`src/rtl/multicycle_ctrl_seq_if.sv`:
```
// Fetch/datapath handshake bundle for the multicycle control sequencer.
// The sequencer connects through the slave modport; its driver (fetch, memory, test) uses master.
interface multicycle_ctrl_seq_if #(
   parameter int unsigned CNT_W = 4
) ();
   logic             instr_valid;
   logic [5:0]       opcode;
   logic             mem_ready;
   logic             resume;
   logic [2:0]       stage;
   logic             fetch_req;
   logic             mem_req;
   logic             read_reg;
   logic             write_reg;
   logic             read_data;
   logic             write_data;
   logic             immediat;
   logic             control_function;
   logic             control_alu_data;
   logic             rtrn;
   logic             pop;
   logic             push;
   logic             add_pc;
   logic             brfl_control;
   logic [2:0]       branch;
   logic [5:0]       fnction;
   logic             write_pc;
   logic             illegal;
   logic             mem_err;
   logic [CNT_W-1:0] stage_cnt;

   modport master (
      output instr_valid, opcode, mem_ready, resume,
      input  stage, fetch_req, mem_req, read_reg, write_reg, read_data, write_data, immediat,
             control_function, control_alu_data, rtrn, pop, push, add_pc, brfl_control,
             branch, fnction, write_pc, illegal, mem_err, stage_cnt
   );

   modport slave (
      input  instr_valid, opcode, mem_ready, resume,
      output stage, fetch_req, mem_req, read_reg, write_reg, read_data, write_data, immediat,
             control_function, control_alu_data, rtrn, pop, push, add_pc, brfl_control,
             branch, fnction, write_pc, illegal, mem_err, stage_cnt
   );
endinterface

```
`src/rtl/multicycle_ctrl_seq.sv`:
```
// Multicycle stage sequencer for the MUSA core: IF/ID/EX/MEM/WB/HALT FSM with fetch handshake,
// MEM wait states with optional timeout, and registered decoded datapath controls.
module multicycle_ctrl_seq #(
   parameter bit          FAST_PATH    = 1'b1,
   parameter int unsigned MEM_WAIT_MAX = 0,
   parameter int unsigned CNT_W        = 4
) (
   input logic                 clk,
   input logic                 rst_n,
   multicycle_ctrl_seq_if.slave bus
);

   // StBoot reports stage IF but holds fetch_req low until the first edge after reset.
   typedef enum logic [2:0] {
      StIf   = 3'b000,
      StId   = 3'b001,
      StEx   = 3'b010,
      StMem  = 3'b011,
      StWb   = 3'b100,
      StHalt = 3'b101,
      StBoot = 3'b110
   } state_e;

   typedef struct packed {
      logic       read_reg;
      logic       write_reg;
      logic       read_data;
      logic       write_data;
      logic       immediat;
      logic       control_function;
      logic       control_alu_data;
      logic       rtrn;
      logic       pop;
      logic       push;
      logic       add_pc;
      logic       brfl_control;
      logic [2:0] branch;
      logic [5:0] fnction;
   } ctl_t;

   localparam int unsigned      WaitLastInt = (MEM_WAIT_MAX > 0) ? MEM_WAIT_MAX - 1 : 0;
   localparam logic [CNT_W-1:0] WaitLast    = WaitLastInt[CNT_W-1:0];
   localparam logic [CNT_W-1:0] CntOne      = {{(CNT_W-1){1'b0}}, 1'b1};
   localparam logic [CNT_W-1:0] CntMax      = '1;

   state_e           state_q, state_d;
   ctl_t             ctl_q, ctl_d;
   logic             is_mem_q, is_mem_d;
   logic             is_halt_q, is_halt_d;
   logic             ill_q, ill_d;
   logic [CNT_W-1:0] cnt_q, cnt_d;
   logic [CNT_W-1:0] wait_q, wait_d;
   logic             mem_err;
   logic             timeout;

   ctl_t dec_ctl;
   logic dec_mem;
   logic dec_halt;
   logic dec_ill;

   always_comb begin
      dec_ctl  = '0;
      dec_mem  = 1'b0;
      dec_halt = 1'b0;
      dec_ill  = 1'b0;
      case (bus.opcode)
         6'b000000: begin
            dec_ctl.read_reg  = 1'b1;
            dec_ctl.write_reg = 1'b1;
         end
         6'b001000, 6'b001110, 6'b001100, 6'b001101: begin
            dec_ctl.read_reg         = 1'b1;
            dec_ctl.write_reg        = 1'b1;
            dec_ctl.immediat         = 1'b1;
            dec_ctl.control_function = 1'b1;
            // I-type opcode low bits select the matching R-type ALU function.
            case (bus.opcode[2:0])
               3'b000:  dec_ctl.fnction = 6'b100000;
               3'b110:  dec_ctl.fnction = 6'b100010;
               3'b100:  dec_ctl.fnction = 6'b100100;
               default: dec_ctl.fnction = 6'b100101;
            endcase
         end
         6'b100011, 6'b101011: begin
            dec_ctl.read_reg         = 1'b1;
            dec_ctl.write_reg        = ~bus.opcode[3];
            dec_ctl.write_data       = 1'b1;
            dec_ctl.immediat         = 1'b1;
            dec_ctl.control_function = 1'b1;
            dec_ctl.control_alu_data = 1'b1;
            dec_ctl.fnction          = 6'b100000;
            dec_mem                  = 1'b1;
         end
         6'b000011: begin
            dec_ctl.read_reg = 1'b1;
            dec_ctl.push     = 1'b1;
         end
         6'b000111: begin
            dec_ctl.read_reg = 1'b1;
            dec_ctl.pop      = 1'b1;
            dec_ctl.add_pc   = 1'b1;
         end
         6'b011000: begin
            dec_ctl.read_reg = 1'b1;
            dec_ctl.immediat = 1'b1;
            dec_ctl.branch   = 3'b010;
         end
         6'b001001: begin
            dec_ctl.immediat = 1'b1;
            dec_ctl.branch   = 3'b010;
         end
         6'b010001: begin
            dec_ctl.read_reg     = 1'b1;
            dec_ctl.branch       = 3'b100;
            dec_ctl.brfl_control = 1'b1;
         end
         6'b000010: begin
            dec_ctl.branch = 3'b101;
            dec_halt       = 1'b1;
         end
         6'b000001: ;
         default:   dec_ill = 1'b1;
      endcase
   end

   assign timeout = (MEM_WAIT_MAX != 0) && (wait_q == WaitLast);

   always_comb begin
      state_d   = state_q;
      ctl_d     = ctl_q;
      is_mem_d  = is_mem_q;
      is_halt_d = is_halt_q;
      ill_d     = ill_q;
      wait_d    = wait_q;
      cnt_d     = cnt_q;
      mem_err   = 1'b0;
      unique case (state_q)
         StBoot: state_d = StIf;
         StIf: begin
            if (bus.instr_valid) begin
               state_d   = StId;
               ctl_d     = dec_ctl;
               is_mem_d  = dec_mem;
               is_halt_d = dec_halt;
               ill_d     = dec_ill;
            end
         end
         StId: begin
            if (is_halt_q) begin
               state_d = StHalt;
               ctl_d   = '0;
            end else begin
               state_d = StEx;
            end
         end
         StEx: begin
            wait_d  = '0;
            state_d = (is_mem_q || !FAST_PATH) ? StMem : StWb;
         end
         StMem: begin
            // Non-memory instructions only pass through MEM for one cycle.
            if (!is_mem_q || bus.mem_ready) begin
               state_d = StWb;
            end else if (timeout) begin
               state_d = StWb;
               mem_err = 1'b1;
            end else begin
               wait_d = wait_q + CntOne;
            end
         end
         StWb: begin
            state_d = StIf;
            ctl_d   = '0;
         end
         StHalt: begin
            if (bus.resume) state_d = StIf;
         end
         default: state_d = StIf;
      endcase

      if (state_d == StIf && state_q != StIf) begin
         cnt_d = '0;
      end else if (cnt_q != CntMax) begin
         cnt_d = cnt_q + CntOne;
      end
   end

   always_ff @(posedge clk or negedge rst_n) begin
      if (!rst_n) begin
         state_q   <= StBoot;
         ctl_q     <= '0;
         is_mem_q  <= 1'b0;
         is_halt_q <= 1'b0;
         ill_q     <= 1'b0;
         cnt_q     <= '0;
         wait_q    <= '0;
      end else begin
         state_q   <= state_d;
         ctl_q     <= ctl_d;
         is_mem_q  <= is_mem_d;
         is_halt_q <= is_halt_d;
         ill_q     <= ill_d;
         cnt_q     <= cnt_d;
         wait_q    <= wait_d;
      end
   end

   assign bus.stage            = (state_q == StBoot) ? 3'b000 : state_q;
   assign bus.fetch_req        = (state_q == StIf);
   assign bus.mem_req          = (state_q == StMem);
   assign bus.write_pc         = (state_q == StWb);
   assign bus.illegal          = (state_q == StId) && ill_q;
   assign bus.mem_err          = mem_err;
   assign bus.stage_cnt        = cnt_q;
   assign bus.read_reg         = ctl_q.read_reg;
   assign bus.write_reg        = ctl_q.write_reg;
   assign bus.read_data        = ctl_q.read_data;
   assign bus.write_data       = ctl_q.write_data;
   assign bus.immediat         = ctl_q.immediat;
   assign bus.control_function = ctl_q.control_function;
   assign bus.control_alu_data = ctl_q.control_alu_data;
   assign bus.rtrn             = ctl_q.rtrn;
   assign bus.pop              = ctl_q.pop;
   assign bus.push             = ctl_q.push;
   assign bus.add_pc           = ctl_q.add_pc;
   assign bus.brfl_control     = ctl_q.brfl_control;
   assign bus.branch           = ctl_q.branch;
   assign bus.fnction          = ctl_q.fnction;

endmodule

```
`src/flat_wrapper.sv`:
```
// flat-port wrapper written by rule: the top's interface ports become plain ports
module multicycle_ctrl_seq_flat 
#(
   parameter bit          FAST_PATH    = 1'b1,
   parameter int unsigned MEM_WAIT_MAX = 0,
   parameter int unsigned CNT_W        = 4
)
  (clk, rst_n, bus_instr_valid, bus_opcode, bus_mem_ready, bus_resume, bus_stage, bus_fetch_req, bus_mem_req, bus_read_reg, bus_write_reg, bus_read_data, bus_write_data, bus_immediat, bus_control_function, bus_control_alu_data, bus_rtrn, bus_pop, bus_push, bus_add_pc, bus_brfl_control, bus_branch, bus_fnction, bus_write_pc, bus_illegal, bus_mem_err, bus_stage_cnt);
  multicycle_ctrl_seq_if #(.CNT_W(CNT_W)) bus_i ();
  input logic clk;
  input logic rst_n;
  input wire logic [$bits(bus_i.instr_valid)-1:0] bus_instr_valid;
  input wire logic [$bits(bus_i.opcode)-1:0] bus_opcode;
  input wire logic [$bits(bus_i.mem_ready)-1:0] bus_mem_ready;
  input wire logic [$bits(bus_i.resume)-1:0] bus_resume;
  output wire logic [$bits(bus_i.stage)-1:0] bus_stage;
  output wire logic [$bits(bus_i.fetch_req)-1:0] bus_fetch_req;
  output wire logic [$bits(bus_i.mem_req)-1:0] bus_mem_req;
  output wire logic [$bits(bus_i.read_reg)-1:0] bus_read_reg;
  output wire logic [$bits(bus_i.write_reg)-1:0] bus_write_reg;
  output wire logic [$bits(bus_i.read_data)-1:0] bus_read_data;
  output wire logic [$bits(bus_i.write_data)-1:0] bus_write_data;
  output wire logic [$bits(bus_i.immediat)-1:0] bus_immediat;
  output wire logic [$bits(bus_i.control_function)-1:0] bus_control_function;
  output wire logic [$bits(bus_i.control_alu_data)-1:0] bus_control_alu_data;
  output wire logic [$bits(bus_i.rtrn)-1:0] bus_rtrn;
  output wire logic [$bits(bus_i.pop)-1:0] bus_pop;
  output wire logic [$bits(bus_i.push)-1:0] bus_push;
  output wire logic [$bits(bus_i.add_pc)-1:0] bus_add_pc;
  output wire logic [$bits(bus_i.brfl_control)-1:0] bus_brfl_control;
  output wire logic [$bits(bus_i.branch)-1:0] bus_branch;
  output wire logic [$bits(bus_i.fnction)-1:0] bus_fnction;
  output wire logic [$bits(bus_i.write_pc)-1:0] bus_write_pc;
  output wire logic [$bits(bus_i.illegal)-1:0] bus_illegal;
  output wire logic [$bits(bus_i.mem_err)-1:0] bus_mem_err;
  output wire logic [$bits(bus_i.stage_cnt)-1:0] bus_stage_cnt;
  assign bus_i.instr_valid = bus_instr_valid;
  assign bus_i.opcode = bus_opcode;
  assign bus_i.mem_ready = bus_mem_ready;
  assign bus_i.resume = bus_resume;
  assign bus_stage = bus_i.stage;
  assign bus_fetch_req = bus_i.fetch_req;
  assign bus_mem_req = bus_i.mem_req;
  assign bus_read_reg = bus_i.read_reg;
  assign bus_write_reg = bus_i.write_reg;
  assign bus_read_data = bus_i.read_data;
  assign bus_write_data = bus_i.write_data;
  assign bus_immediat = bus_i.immediat;
  assign bus_control_function = bus_i.control_function;
  assign bus_control_alu_data = bus_i.control_alu_data;
  assign bus_rtrn = bus_i.rtrn;
  assign bus_pop = bus_i.pop;
  assign bus_push = bus_i.push;
  assign bus_add_pc = bus_i.add_pc;
  assign bus_brfl_control = bus_i.brfl_control;
  assign bus_branch = bus_i.branch;
  assign bus_fnction = bus_i.fnction;
  assign bus_write_pc = bus_i.write_pc;
  assign bus_illegal = bus_i.illegal;
  assign bus_mem_err = bus_i.mem_err;
  assign bus_stage_cnt = bus_i.stage_cnt;
  multicycle_ctrl_seq #(.FAST_PATH(FAST_PATH), .MEM_WAIT_MAX(MEM_WAIT_MAX), .CNT_W(CNT_W)) u_core (.clk(clk), .rst_n(rst_n), .bus(bus_i));
endmodule
```
`config.mk`:
```
export PLATFORM = sky130hd
export DESIGN_NAME = multicycle_ctrl_seq_flat
export DESIGN_NICKNAME = d
export VERILOG_FILES = /design/src/rtl/multicycle_ctrl_seq_if.sv /design/src/rtl/multicycle_ctrl_seq.sv /design/src/flat_wrapper.sv
export SDC_FILE = /design/constraint.sdc
export NUM_CORES = 1
export LEC_CHECK = 0
export BUFFER_PORTS_ARGS = -buffer_cell sky130_fd_sc_hd__buf_2
export CAP_MARGIN = 40
export CORE_MARGIN = 2
export CORE_UTILIZATION = 45
export CTS_BUF_LIST = sky130_fd_sc_hd__clkbuf_4 sky130_fd_sc_hd__clkbuf_8 sky130_fd_sc_hd__clkbuf_16
export DETAILED_ROUTE_END_ITERATION = 8
export MAX_ROUTING_LAYER = met4
export PLACE_DENSITY_LB_ADDON = 0.2
export SYNTH_ARGS = -nofsm -noshare
export SYNTH_HDL_FRONTEND = slang
export SYNTH_SLANG_ARGS = --single-unit
```
`constraint.sdc`:
```
create_clock -name clk -period 1.3 [get_ports clk]
set_input_delay 0 -clock clk [delete_from_list [all_inputs] [get_ports clk]]
set_output_delay 0 -clock clk [all_outputs]
set_load 0.005 [all_outputs]
```
==> impl_metrics.csv <==
group,metric,value,unit
outcome,run_status,"finished with violations",
outcome,failed_checks,"negative setup slack",
routing,vias_per_cell,5.718,
pwr,p_seq_share,32.9,%
critical_path,slowest_delay,0.61,ns
routing,drtAntennaViolNets,0,
finish,largest_register_ffs,4,
timing,hold_viol,0,
critical_path,ff2ff_setup_slack,-0.16,ns
pwr,finalPower,3.433,mW
logic_synthesis,netlist_top_cells_area,"sky130_fd_sc_hd__dfrtp_1 40%, sky130_fd_sc_hd__nand2_1 6.5%, sky130_fd_sc_hd__buf_4 4.3%",
hold_path,hold_end,"u_core.state_q[0]",
critical_path,critPathMaxFanout,6,
pwr,switchingPower,1.310,mW
logic_synthesis,synth_edf_count,0,
critical_path,startpoint_type,"flip-flop",
logic_synthesis,synth_seq_area_share,43.46,%
timing,rsz0062_at_grt,"yes",
cts,clk_path_buf_depth,2,
timing,timing.final.crit_period,1.457,ns
pwr,cellInternalPower,2.123,mW
hold_path,min_path_cells,4,
floorplanning,die_area,0.003544,sq mm
finish,final_cell_mix,"36 x sky130_fd_sc_hd__buf_2, 22 x sky130_fd_sc_hd__dfrtp_1, 20 x sky130_fd_sc_hd__nand2_1",
global_routing,grt_pass1_vias,1282,
hold_path,min_from,"bus_resume",
critical_path,crit_chain,"or4b_4 -> buf_4 -> o31ai_4",
finish,final_net_count,225,
cts,latest_clock_arrival_within_the_worst_skew_pair,0.31,ns
logic_synthesis,yosysWarningCount,0,
pwr,proportion_of_power_drawn_by_the_clock_network,11.2,%
critical_path,worstReg2RegStart,"u_core.state_q[0]",
finish,drive_above_1_share,44.81,%
timing,timing_max_transition_violations_final,0,
hold_path,worstHoldPathType,"primary input to flip-flop",
floorplanning,i_o_pin_cnt,44,
pwr,power_density,1766,mW/mm^2
logic_synthesis,avgSynthCellArea,8.895,sq um
timing,fin_setup_tns,-2.525,ns
timing,timing.final.setup_violations,27,
global_routing,grt.total_usage,22.84,%
routing,wl,3.838,mm
critical_path,regToRegEndpoint,"u_core.bus.fnction[0]",
routing,drc,0,
critical_path,criticalPathCategory,"flip-flop to flip-flop",
cts,cts_tree,"built",
timing,max_clock_freq,686.3,MHz
cts,clk_root_buffer_cell,"sky130_fd_sc_hd__clkbuf_4",
place,place_ws,-0.1882,ns
logic_synthesis,async_flop_share,100.0,%
global_routing,grt_pass1_wl,5.865,mm
routing,met1_length,1.496,mm
place,final_wtd_congestion,0.8318,
global_routing,grt_max_degree,25,
routing,dr.max_layer_used,"met4",
critical_path,cp_slowest_cell,"sky130_fd_sc_hd__or4b_4",
logic_synthesis,synth.ff_latch_count,24,
logic_synthesis,synth_top_cell_by_area,"sky130_fd_sc_hd__dfrtp_1",
global_routing,grt_antenna_before_repair,0,
logic_synthesis,synthCells,156,
routing,drt-initial-drc-count,77,
place,dp.cells,229,
cts,cts-buffers-inserted,3,
floorplanning,placementRows,20,
logic_synthesis,yosysTopAreaCellShare,39.68,%
floorplanning,fp.dieH,59.53,um
timing,fin_skew,0.01024,ns
place,hpwlAfterDp,2.577,mm
timing,max-slew-margin-rel,62.54,%
logic_synthesis,mappedNetlistArea,0.001388,sq mm
critical_path,timing.critical_path.to_type,"flip-flop",
critical_path,critPathRequiredTime,1.54,ns
run,maxCapViolations,0,
pwr,power_frac_comb,56.0,%
cts,clock_sink_count,24,
routing,drt_first_pass_iters,5,
timing,fin_crit_sh,112.1,%
cts,worst_setup_hold_path_clk_slew,0.13,ns
timing,worst_slew_pin_slew,0.5595,ns
routing,wl_met2,2.096,mm
pwr,power.leakage,0.9816,nW
global_routing,globalRoute.totalOverflow,0,
cts,htreeDepth,1,
pwr,worst_ir_drop_vdd,0.6966,mV
routing,met3_wirelength,176,um
place,io_buffers,38,
critical_path,reg2reg_depth,3,
critical_path,worst_ep_arrival_time,1.70,ns
floorplanning,start_util,46.21,%
finish,finalNonFillerCells,245,
pwr,p_sw_share,38.16,%
logic_synthesis,ys_types,41,
timing,setup_ws,-0.1571,ns
routing,avgRoutedWirePerCell,15.67,um
routing,vias,1401,
floorplanning,core_area,0.003003,sq mm
floorplanning,die_width,59.53,um
logic_synthesis,synth_flop_cell,"sky130_fd_sc_hd__dfrtp_1",
finish,leading_cell_type_in_the_layout_fill_and_taps_excluded,"sky130_fd_sc_hd__buf_2",
finish,n_antenna_cell,0,
finish,area_delta_synth_final,40.13,%
==> synthesized netlist by cell type, types with 2 or more instances <==
master	number
sky130_fd_sc_hd__o21ai_0	9
sky130_fd_sc_hd__nor3_1	9
sky130_fd_sc_hd__nand2b_1	2
sky130_fd_sc_hd__a21oi_1	5
sky130_fd_sc_hd__xor2_1	2
sky130_fd_sc_hd__a31oi_1	3
sky130_fd_sc_hd__buf_2	6
sky130_fd_sc_hd__mux2_2	2
sky130_fd_sc_hd__a32o_1	4
sky130_fd_sc_hd__nand2_1	24
sky130_fd_sc_hd__o41ai_2	2
sky130_fd_sc_hd__clkbuf_1	4
sky130_fd_sc_hd__dfstp_2	2
sky130_fd_sc_hd__dfrtp_1	22
sky130_fd_sc_hd__nand3_1	5
sky130_fd_sc_hd__buf_4	8
sky130_fd_sc_hd__a21boi_0	3
sky130_fd_sc_hd__nor2_1	16
sky130_fd_sc_hd__a21o_1	2
sky130_fd_sc_hd__inv_1	2
sky130_fd_sc_hd__o31ai_1	2
sky130_fd_sc_hd__and2_1	2
sky130_fd_sc_hd__a22o_1	2
==> worst max-delay path by stage <==
stage	from	slack [ns]	depth (start not counted)	to
2_1_floorplan	u_core.state_q[0]	-0.06	3	u_core.ill_q
3_3_place_gp	u_core.state_q[0]	-0.15	4	u_core.bus.branch[0]
3_5_place_dp	u_core.state_q[0]	-0.19	4	u_core.bus.branch[0]
4_1_cts	u_core.state_q[0]	-0.12	2	u_core.bus.fnction[0]
5_1_grt	u_core.state_q[2]	-0.21	5	bus_stage[1]
6_report	u_core.state_q[0]	-0.16	3	u_core.bus.fnction[0]
==> final cells by class <==
type / count / area (sq um)
Fill cell: 261 / 1059
Timing Repair Buffer: 66 / 455.4
Clock buffer: 4 / 36.28
Tap cell: 33 / 41.29
Multi-Input combinational cell: 116 / 800.8
Sequential cell: 24 / 603.1
Inverter: 2 / 7.507
==> critical path: cells and delay by family (launching register included) <==
family	cells	cell delay (ns)
buffers and inverters	1	0.18
AOI/OAI and AO/OA	1	0.15
and+or+nand+nor	1	0.61
DFF	1	0.44
==> routing by layer <==
layer | track usage [%] | vias to the layer above
met2 | 39.87 | 45
li1 | - | 655
met1 | 25.90 | 693
met5 | - | -
met4 | 8.889 | 0
met3 | 3.930 | 8
==> through the flow <==
stage,hold WS [ns],utilization (%),instance area [sq um]
floorplan,-0.2956,-,1405
global placement,0.004175,54.79,1645
detailed placement,0.01831,54.79,1645
CTS,0.002266,61.75,1854
global route,0.03815,64.75,1944
finish,0.02237,64.75,1944
==> power by group through the flow <==
stage               clock network [mW]  registers (mW)  logic (mW)
detailed placement                   0            1.11        1.33
finish                           0.383            1.13        1.92
floorplan                            0            1.10       0.801
global placement                     0            1.09        1.29
global route                     0.421            1.15        2.09
CTS                              0.397            1.11        1.72
==> kinds of logic after synthesis <==
logic type / share of synthesized area (%)
AND/OR/NAND/NOR: 21.46
flip-flops: 43.46
multiplexers: 2.344
buffers and inverters: 8.927
XOR/XNOR: 1.894
adder cells (fa/ha/maj): 0.9016
AO/OA/AOI/OAI: 20.74
other: 0.2703
==> what timing repair did <==
action	4_1_cts	5_1_grt
endpoints found under the hold margin	23	0
pin swaps	9	3
cloned	1	0
hold buffers	2	0
buffers inserted	4	5
resized for setup	32	11
setup endpoints to repair	25	29
No activity file was read; power rests on OpenSTA's default activity.
